$ cat config.mk
export PLATFORM = sky130hd
export DESIGN_NAME = mat_row_reader
export DESIGN_NICKNAME = d
export VERILOG_FILES = /design/src/rtl/mat_row_reader.sv
export SDC_FILE = /design/constraint.sdc
export NUM_CORES = 1
export LEC_CHECK = 0
export ABC_AREA = 1
export BUFFER_PORTS_ARGS = -buffer_cell sky130_fd_sc_hd__buf_4
export CORE_MARGIN = 2
export CORE_UTILIZATION = 50
export DETAILED_ROUTE_END_ITERATION = 10
export MAX_ROUTING_LAYER = met4
export PLACE_DENSITY = 0.75
export SLEW_MARGIN = 20
export SYNTH_ARGS = -nofsm -noshare
export SYNTH_HDL_FRONTEND = slang
export SYNTH_SLANG_ARGS = --single-unit
$ cat constraint.sdc
create_clock -name clk_i -period 20.9 [get_ports clk_i]
set_input_delay 1.045 -clock clk_i [delete_from_list [all_inputs] [get_ports clk_i]]
set_output_delay 1.045 -clock clk_i [all_outputs]
set_load 0.02 [all_outputs]
$ cat src/rtl/mat_row_reader.sv
// -----------------------------------------------------------------------------
// mat_row_reader
//
// Read-side initiator for the matrix row memory. A start command latches a
// base row address and a row count, then the block issues sequential row
// reads over the memory en/rw/address port, captures each returned row in a
// small FIFO and streams the rows, in order, to the compute datapath.
//
// Reads are credit controlled: a read is only issued when the rows already in
// flight plus the rows sitting in the FIFO leave room for its data, so the
// FIFO can never overflow regardless of downstream back-pressure.
//
// Ports
//   clk_i, rst_i       clock, synchronous active-high reset
//   start_i            command strobe, accepted only while busy_o = 0
//   base_addr_i        first row address of the command
//   row_count_i        number of rows (0 = empty command, done only)
//   busy_o             command in progress
//   done_o             one-cycle completion pulse
//   mem_en_o           memory enable, high only in read-request cycles
//   mem_rw_o           constant 1 (read)
//   mem_addr_o         read row address
//   mem_data_o         write data, constant 0
//   mem_data_i         read data, valid RD_LAT cycles after the request
//   row_data_o         head row of the FIFO
//   row_valid_o        row_data_o is valid
//   row_ready_i        downstream accepts the row
//   row_last_o         head row is the final row of the command
//   dbg_state_o        current FSM state (0 IDLE, 1 ISSUE, 2 DRAIN)
//
// Stream handshake: a row transfers in any cycle where row_valid_o and
// row_ready_i are both 1. While row_valid_o = 1 and row_ready_i = 0 the
// row_data_o / row_last_o pair holds stable; row_valid_o never drops without
// a transfer.
// -----------------------------------------------------------------------------
module mat_row_reader #(
  parameter int DATA_W     = 256,
  parameter int ADDR_W     = 8,
  parameter int RD_LAT     = 1,
  parameter int FIFO_DEPTH = 4
) (
  input  logic              clk_i,
  input  logic              rst_i,
  input  logic              start_i,
  input  logic [ADDR_W-1:0] base_addr_i,
  input  logic [ADDR_W-1:0] row_count_i,
  output logic              busy_o,
  output logic              done_o,
  output logic              mem_en_o,
  output logic              mem_rw_o,
  output logic [ADDR_W-1:0] mem_addr_o,
  output logic [DATA_W-1:0] mem_data_o,
  input  logic [DATA_W-1:0] mem_data_i,
  output logic [DATA_W-1:0] row_data_o,
  output logic              row_valid_o,
  input  logic              row_ready_i,
  output logic              row_last_o,
  output logic [1:0]        dbg_state_o
);

  localparam int PTR_W = $clog2(FIFO_DEPTH);
  localparam int CNT_W = PTR_W + 1;
  // Wide enough for in-flight reads plus buffered rows.
  localparam int CR_W  = $clog2(FIFO_DEPTH + RD_LAT + 1);

  typedef enum logic [1:0] {
    S_IDLE  = 2'd0,
    S_ISSUE = 2'd1,
    S_DRAIN = 2'd2
  } state_e;

  state_e              state_q, state_d;
  logic [ADDR_W-1:0]   addr_q, addr_d;
  logic [ADDR_W-1:0]   issue_cnt_q, issue_cnt_d;
  logic [ADDR_W-1:0]   deliver_cnt_q, deliver_cnt_d;
  logic                done_q, done_d;
  logic [RD_LAT-1:0]   inflight_q, inflight_d;

  logic [DATA_W-1:0]   fifo_mem_q [FIFO_DEPTH];
  logic [PTR_W-1:0]    wr_ptr_q;
  logic [PTR_W-1:0]    rd_ptr_q;
  logic [CNT_W-1:0]    fifo_cnt_q;

  logic [CR_W-1:0]     inflight_cnt;
  logic [CR_W-1:0]     credit_used;
  logic                issue;
  logic                ret;
  logic                pop;
  logic                last_xfer;

  // ---------------------------------------------------------------------------
  // Credit and handshake terms
  // ---------------------------------------------------------------------------
  always_comb begin
    inflight_cnt = '0;
    for (int i = 0; i < RD_LAT; i++) begin
      inflight_cnt = inflight_cnt + CR_W'(inflight_q[i]);
    end
  end

  assign credit_used = inflight_cnt + CR_W'(fifo_cnt_q);
  assign issue       = (state_q == S_ISSUE) && (credit_used < CR_W'(FIFO_DEPTH));
  // Oldest in-flight slot: its data is on mem_data_i this cycle.
  assign ret         = inflight_q[RD_LAT-1];
  assign row_valid_o = (fifo_cnt_q != '0);
  assign pop         = row_valid_o && row_ready_i;
  // deliver_cnt only moves on a transfer, so row_last_o is stable under stall.
  assign row_last_o  = row_valid_o && (deliver_cnt_q == ADDR_W'(1));
  assign last_xfer   = pop && (deliver_cnt_q == ADDR_W'(1));

  // In-flight shift register: slot 0 is the request cycle's tag.
  always_comb begin
    inflight_d    = '0;
    inflight_d[0] = issue;
    for (int i = 1; i < RD_LAT; i++) begin
      inflight_d[i] = inflight_q[i-1];
    end
  end

  // ---------------------------------------------------------------------------
  // FSM next state
  // ---------------------------------------------------------------------------
  always_comb begin
    state_d       = state_q;
    addr_d        = addr_q;
    issue_cnt_d   = issue_cnt_q;
    deliver_cnt_d = pop ? (deliver_cnt_q - ADDR_W'(1)) : deliver_cnt_q;
    done_d        = 1'b0;

    unique case (state_q)
      S_IDLE: begin
        if (start_i) begin
          if (row_count_i != '0) begin
            state_d       = S_ISSUE;
            addr_d        = base_addr_i;
            issue_cnt_d   = row_count_i;
            deliver_cnt_d = row_count_i;
          end else begin
            // Empty command: completion pulse only, never busy, no access.
            done_d = 1'b1;
          end
        end
      end
      S_ISSUE: begin
        if (issue) begin
          addr_d      = addr_q + ADDR_W'(1);  // wraps modulo 2^ADDR_W
          issue_cnt_d = issue_cnt_q - ADDR_W'(1);
          if (issue_cnt_q == ADDR_W'(1)) begin
            state_d = S_DRAIN;
          end
        end
      end
      S_DRAIN: begin
        // The final row always follows the final issue by at least
        // RD_LAT + 1 cycles, so the last transfer can only happen here.
        if (last_xfer) begin
          state_d = S_IDLE;
          done_d  = 1'b1;
        end
      end
      default: begin
        state_d = S_IDLE;
      end
    endcase
  end

  // ---------------------------------------------------------------------------
  // Control registers
  // ---------------------------------------------------------------------------
  always_ff @(posedge clk_i) begin
    if (rst_i) begin
      state_q       <= S_IDLE;
      addr_q        <= '0;
      issue_cnt_q   <= '0;
      deliver_cnt_q <= '0;
      done_q        <= 1'b0;
      inflight_q    <= '0;
    end else begin
      state_q       <= state_d;
      addr_q        <= addr_d;
      issue_cnt_q   <= issue_cnt_d;
      deliver_cnt_q <= deliver_cnt_d;
      done_q        <= done_d;
      inflight_q    <= inflight_d;
    end
  end

  // ---------------------------------------------------------------------------
  // Row FIFO. Credit control guarantees a write never meets a full FIFO.
  // ---------------------------------------------------------------------------
  always_ff @(posedge clk_i) begin
    if (rst_i) begin
      for (int i = 0; i < FIFO_DEPTH; i++) begin
        fifo_mem_q[i] <= '0;
      end
      wr_ptr_q   <= '0;
      rd_ptr_q   <= '0;
      fifo_cnt_q <= '0;
    end else begin
      if (ret) begin
        fifo_mem_q[wr_ptr_q] <= mem_data_i;
        wr_ptr_q             <= wr_ptr_q + PTR_W'(1);
      end
      if (pop) begin
        rd_ptr_q <= rd_ptr_q + PTR_W'(1);
      end
      unique case ({ret, pop})
        2'b10:   fifo_cnt_q <= fifo_cnt_q + CNT_W'(1);
        2'b01:   fifo_cnt_q <= fifo_cnt_q - CNT_W'(1);
        default: fifo_cnt_q <= fifo_cnt_q;
      endcase
    end
  end

  // ---------------------------------------------------------------------------
  // Outputs
  // ---------------------------------------------------------------------------
  assign busy_o      = (state_q != S_IDLE);
  assign done_o      = done_q;
  assign mem_en_o    = issue;
  assign mem_rw_o    = 1'b1;
  assign mem_addr_o  = addr_q;
  assign mem_data_o  = '0;
  assign row_data_o  = fifo_mem_q[rd_ptr_q];
  assign dbg_state_o = state_q;

endmodule

==> results of run 1 <==
==> cell usage in the layout, fill, tap and decap left out, types with 22 or more instances in the layout <==
| cell | instances |
|---|---|
| nand2_1 | 84 |
| edfxtp_1 | 1024 |
| inv_1 | 292 |
| nand3_1 | 30 |
| nor3_1 | 261 |
| nor2_1 | 1332 |
| o22ai_1 | 256 |
| conb_1 | 257 |
| clkinv_1 | 22 |
| clkbuf_1 | 22 |
| buf_4 | 582 |
| a21oi_1 | 24 |
| clkinv_2 | 22 |
| dfxtp_1 | 35 |
| o21ai_0 | 545 |
| clkbuf_16 | 107 |
==> stage by stage <==
| step | instances | hold slack, ns |
|---|---|---|
| 6_report | 6237 | 0.445 |
| 5_1_grt | 6237 | 0.452 |
| 4_1_cts | 6228 | 0.440 |
| 3_5_place_dp | 6034 | 0.445 |
| 3_3_place_gp | 6034 | 0.436 |
| 2_1_floorplan | 4760 | 0.436 |
==> flip-flops by register name (all words and copies together), names as in the netlist, named ones only <==
register and count:
rd_ptr_q 2, fifo_cnt_q 3, done_o 1, dbg_state_o 2, issue_cnt_q 8, deliver_cnt_q 8, wr_ptr_q 2, fifo_mem_q 1024
mem_addr_o 8, inflight_q 1
==> worst register-to-register path: cells and delay by family, from the launching register on <==
family	cells	cell delay (ns)
buffers and inverters	5	2.81
DFF	1	0.42
and+or+nand+nor	4	1.81
==> power by group <==
group          leakage [nW]  internal (mW)  switching (mW)  total [mW]
Sequential             10.9           2.55          0.0817        2.63
Clock                  1.66           1.07           0.801        1.87
Combinational          9.75          0.623            1.44        2.06
Total                  22.3           4.24            2.32        6.56
==> per-layer routing <==
metal / part of all wire [%] / global-route usage [%] / up-vias
li1: - / - / 15727
met5: 0 / - / -
met4: 3.8 / 9.92 / 0
met3: 8.9 / 4.25 / 225
met2: 50 / 42.7 / 1784
met1: 37 / 32.5 / 16691
==> final timing paths <==
path              cells past startpoint                      from  slack (ns)                          endpoint
setup / recovery                      6                 flip-flop       15.16                   row_data_o[188]
hold / removal                        1  rd_ptr_q[0]$_SDFFE_PP0P_        0.45                         flip-flop
setup reg to reg                      9     inflight_q$_SDFF_PP0_       15.45  fifo_mem_q[2][159]$_SDFFCE_PN0P_
hold reg to reg                       1  rd_ptr_q[0]$_SDFFE_PP0P_        0.45                         flip-flop
==> area by class of cell <==
class                   count  area [µm²]  share of cell area [%]
flip-flops and latches   1061       31500                    57.7
multi-input cells        2824       12500                    22.9
repair buffers            586        4440                    8.13
clock buffers             129        2760                    5.05
well taps                1265        1580                    2.90
inverters                 299        1150                    2.11
clock inverters            65         636                    1.16
diodes                      8        20.0                  0.0367
==> cells by family after synthesis <==
family	count (synthesis)	synth area share [%]
simple gates	1726	14.5
xor+xnor	2	0.0369
fa+ha+maj	7	0.200
buf+inv	875	9.47
flops	1061	66.3
other cells	2	0.0158
compound gates	832	9.47
==> results.py, run 1 <==
metrics = {
    "setup_path": {
        "worst_setup_path_start_kind": "flip-flop",
        "crit_type": "reg2out",
        "arrival_ns": 4.69,
        "worst-path-buf-inv": 4,
        "path_cells": "inv_6, buf_4, buf_4, o21ai_0, o22ai_1, buf_4",
        "cp_slowest_stage_delay_ns": 0.83,
        "cpMostUsedCell": "buf_4",
        "critPathMaxFanout": 102,
        "crit_family": "buffers and inverters",
        "worstPathRequired_ns": 19.85,
        "endpoint_kind": "primary output",
        "cp_slowest_cell": "buf_4",
    },
    "cts": {
        "clkLatencyLatePin_ns": 0.69,
        "cts_root_buf": "clkbuf_16",
        "cts.clk_slew.worst_paths_ns": 0.06,
        "ctsResizeCount": 0,
        "postCtsSetupBuffers": 0,
        "cts.sinks": 1061,
        "cts.path.max_buffers": 3,
        "hold_buffers": 0,
        "htreeDepth": 3,
        "cts_tree": "done",
        "numCtsBuffers": 106,
    },
    "pwr": {
        "p_leak_nw": 22.3,
        "power_density_nw_per_um2": 120,
        "total_power_mw": 6.56,
        "ir_worst_vdd_uv": 89.5,
    },
    "sta": {
        "fmax_ghz": 0.174,
        "fin_ws_ns": 15.16,
        "finalMaxSlewViolations": 0,
        "slew_headroom_pct": 22.4,
        "rsz0062_at_grt": "false",
        "setup_violations": 0,
        "fin_crit_sh_pct": 27.4,
        "hold_viol": 0,
        "skew_ns": 0.0276,
        "worst_pin_slew_ns": 1.16,
        "period_needed_ns": 5.74,
        "fin_tns_setup_ns": 0,
    },
    "logic_synthesis": {
        "synth_edf_count": 1024,
        "synthArstFlopShare_pct": 0,
        "synth_top_flop_cell": "edfxtp_1",
        "avgSynthCellArea_um2": 10.5,
        "synth-seq-area-share_pct": 66.3,
        "synth.largest_area_cell": "edfxtp_1",
        "ys_types": 31,
        "yosys_warnings": 0,
        "synth_top_area_share_pct": 64.7,
        "postSynthCellCount": 4505,
        "ys_ff_latch": 1061,
        "synth_area_um2": 47500,
        "synth.area.top_cells": "edfxtp_1 (65%), nor2_1 (11%), o21ai_0 (5.8%)",
        "ys_top_cells_by_count": "nor2_1 (1,332), edfxtp_1 (1,024), o21ai_0 (546), inv_1 (293), buf_4 (283)",
        "synth.most_common_cell": "nor2_1",
    },
    "detailed_routing": {
        "viasPerCell": 5.52,
        "drt_iter0_markers": 3830,
        "wl_per_cell_um": 20.5,
        "via_count": 34427,
        "drt_pass1_iterations": 5,
        "detail-route-antenna-nets": 0,
        "wl_mm": 128,
        "drc": 0,
    },
    "global_route": {
        "antenna_found_initial": 9,
        "track_usage_pct": 26.0,
        "grt_pass1_vias": 32301,
        "grt_max_degree": 270,
        "overflow": 0,
        "grt_pass1_wl_mm": 191,
    },
    "floorplan": {
        "initial_core_util_pct": 50.2,
        "std_cell_rows": 113,
        "core_area_um2": 94600,
        "dieArea_um2": 97500,
        "fp.dieH_um": 312,
        "die_w_um": 312,
        "io_pins": 804,
    },
    "cells_and_area": {
        "final_util_pct": 57.7,
        "nFillCells": 7759,
        "synthToLayoutAreaGrowth_pct": 15.0,
        "stdcell_area_um2": 54600,
        "nets": 5161,
        "drive_gt1_share_pct": 15.3,
    },
    "placed_design": {
        "place_hpwl_mm": 73.1,
        "io_buffers": 546,
        "placed_cell_area_um2": 51200,
        "place_ws_ns": 14.70,
        "finalWeightedCongestion": 0.865,
    },
    "job": {
        "max-cap-violations": 0,
    },
    "status": {
        "status": "complete, no violations",
    },
    "hold_path": {
        "min_path_type": "reg2reg",
    },
}
Power figures use the tool's default switching activity.
==> run 2, diff against run 1 <==
PLACE_DENSITY = 0.72   (was 0.75)
clock period = 5.4 ns   (was 20.9 ns; I/O delays follow)
==> run 2 against run 1 <==
Compared with the run above:
- wire length up 3.2%
- critical endpoint is now row_data_o[143]
- cell count up 4.4%
- clock skew down 0.0041 ns
==> results.py, run 2 (synthesis results as in run 1) <==
metrics = {
    "global_route": {
        "track_usage_pct": 27.0,
        "overflow": 0,
        "grt_max_degree": 225,
        "antenna_found_initial": 14,
        "grt_pass1_vias": 34238,
        "grt_pass1_wl_mm": 198,
    },
    "placed_design": {
        "place_hpwl_mm": 71.5,
        "dp.cells": 6034,
        "io_buffers": 546,
        "finalWeightedCongestion": 0.855,
    },
    "floorplan": {
        "dieArea_um2": 97500,
        "std_cell_rows": 113,
        "initial_core_util_pct": 50.2,
        "io_pins": 804,
        "die_w_um": 312,
        "core_area_um2": 94600,
        "fp.dieH_um": 312,
    },
    "detailed_routing": {
        "viasPerCell": 5.45,
        "drt_iter0_markers": 3546,
        "drt_pass1_iterations": 6,
        "wl_mm": 132,
        "detail-route-antenna-nets": 0,
        "wl_per_cell_um": 20.2,
        "via_count": 35482,
        "drc": 0,
    },
    "status": {
        "status": "complete, no violations",
    },
    "cells_and_area": {
        "multi_input_area_um2": 12500,
        "drive_gt1_share_pct": 14.3,
        "synthToLayoutAreaGrowth_pct": 20.8,
        "final_common_cell": "nor2_1",
        "nets": 5426,
        "mostFrequentLayoutCells": "nor2_1 (1,332), edfxtp_1 (1,024), buf_4 (572), o21ai_0 (545), inv_1 (292)",
        "largest_reg_flops": 1024,
        "nFillCells": 7334,
        "instances_no_fill": 6509,
        "final-seq-area_um2": 31500,
        "largest-register": "fifo_mem_q",
    },
    "setup_path": {
        "arrival_ns": 3.66,
        "worst-path-buf-inv": 3,
        "critPathMaxFanout": 185,
        "path_cells": "buf_12, buf_4, o21ai_0, o22ai_1, buf_4",
        "cp_slowest_cell": "dfxtp_4",
        "crit_type": "reg2out",
        "endpoint_kind": "primary output",
        "cp_slowest_stage_delay_ns": 0.83,
        "cpMostUsedCell": "buf_4",
        "worst_setup_path_start_kind": "flip-flop",
        "worstPathRequired_ns": 5.13,
        "crit_family": "buffers and inverters",
    },
    "sta": {
        "worst_pin_slew_ns": 1.24,
        "fin_tns_setup_ns": 0,
        "period_needed_ns": 3.93,
        "rsz0062_at_grt": "false",
        "skew_ns": 0.0235,
        "fin_crit_sh_pct": 72.8,
        "hold_viol": 0,
        "slew_headroom_pct": 17.1,
        "finalMaxSlewViolations": 0,
        "fmax_ghz": 0.254,
        "setup_violations": 0,
    },
    "hold_path": {
        "min_path_type": "in2reg",
    },
    "pwr": {
        "power_density_nw_per_um2": 446,
        "p_leak_nw": 23.5,
        "total_power_mw": 25.6,
        "ir_worst_vdd_uv": 421,
    },
    "cts": {
        "cts_root_buf": "clkbuf_16",
        "cts.path.max_buffers": 3,
        "cts.clk_slew.worst_paths_ns": 0.06,
        "cts.sinks": 1061,
        "postCtsSetupBuffers": 0,
        "htreeDepth": 3,
        "cts_tree": "done",
        "clkLatencyLatePin_ns": 0.68,
        "numCtsBuffers": 106,
    },
    "job": {
        "max-cap-violations": 0,
    },
}
run 2: cell count changes in the layout (fill, tap and decap cells not counted), moves of 3 or more:
cell | before | now
clkinv_8 | 4 | 0
nand2_4 | 6 | 3
clkbuf_1 | 22 | 35
buf_4 | 582 | 572
clkinvlp_4 | 4 | 1
buf_12 | 3 | 13
nand2_8 | 0 | 3
diode_2 | 8 | 13
clkinv_2 | 22 | 14
dlygate4sd3_1 | 0 | 265
run 2: power by group:
part / internal, mW / total, mW / switching, mW
clock network: 4.14 / 7.21 / 3.07
registers: 9.85 / 10.2 / 0.317
logic: 2.57 / 8.21 / 5.64
run 2: final cells by class:
cell class	instances	area share, %
diodes	13	0.0567
clock buffers	146	5.03
clock inverters	50	0.794
inverters	299	2.01
multi-input cells	2824	21.9
flip-flops and latches	1061	54.9
well taps	1265	2.76
repair buffers	851	12.6
run 2: worst paths after layout:
path,startpoint,slack [ns],end,cells after the start
max reg2reg,inflight_q$_SDFF_PP0_,1.78,fifo_mem_q[0][156]$_SDFFCE_PN0P_,7
min,mem_data_i[189],0.04,fifo_mem_q[0][189]$_SDFFCE_PN0P_,3
max,flip-flop,1.47,row_data_o[143],5
min reg2reg,rd_ptr_q[1]$_SDFFE_PP0P_,0.48,flip-flop,2
run 2: what timing repair did:
item,CTS,global route
hold buffers,265,0
resized for setup,0,0
endpoints found under the hold margin,821,0
run 2: worst min-delay path: cells and delay by family:
family / cells / cell delay [ns]
buf+inv: 2 / 0.21
simple gates: 1 / 0.10
run 2: routing by layer:
layer	vias to the layer above	track usage, %	routed length, µm
met5	-	-	0
li1	16256	-	-
met3	303	4.86	11900
met4	0	12.5	5930
met1	17034	32.8	48600
met2	1889	43.9	65300
run 2: through the flow:
stage / utilization (%) / hold slack (ns) / worst slack [ns] / instance area, µm²
after CTS: 60.6 / 0.00181 / 1.40 / 57300
after floorplan: - / 0.339 / 0.0875 / 48500
after global routing: 60.7 / 0.0452 / 1.21 / 57400
after global placement: 54.3 / 0.441 / 1.71 / 51300
after detailed placement: 54.3 / 0.460 / 1.73 / 51300
final: 60.7 / 0.0360 / 1.47 / 57400
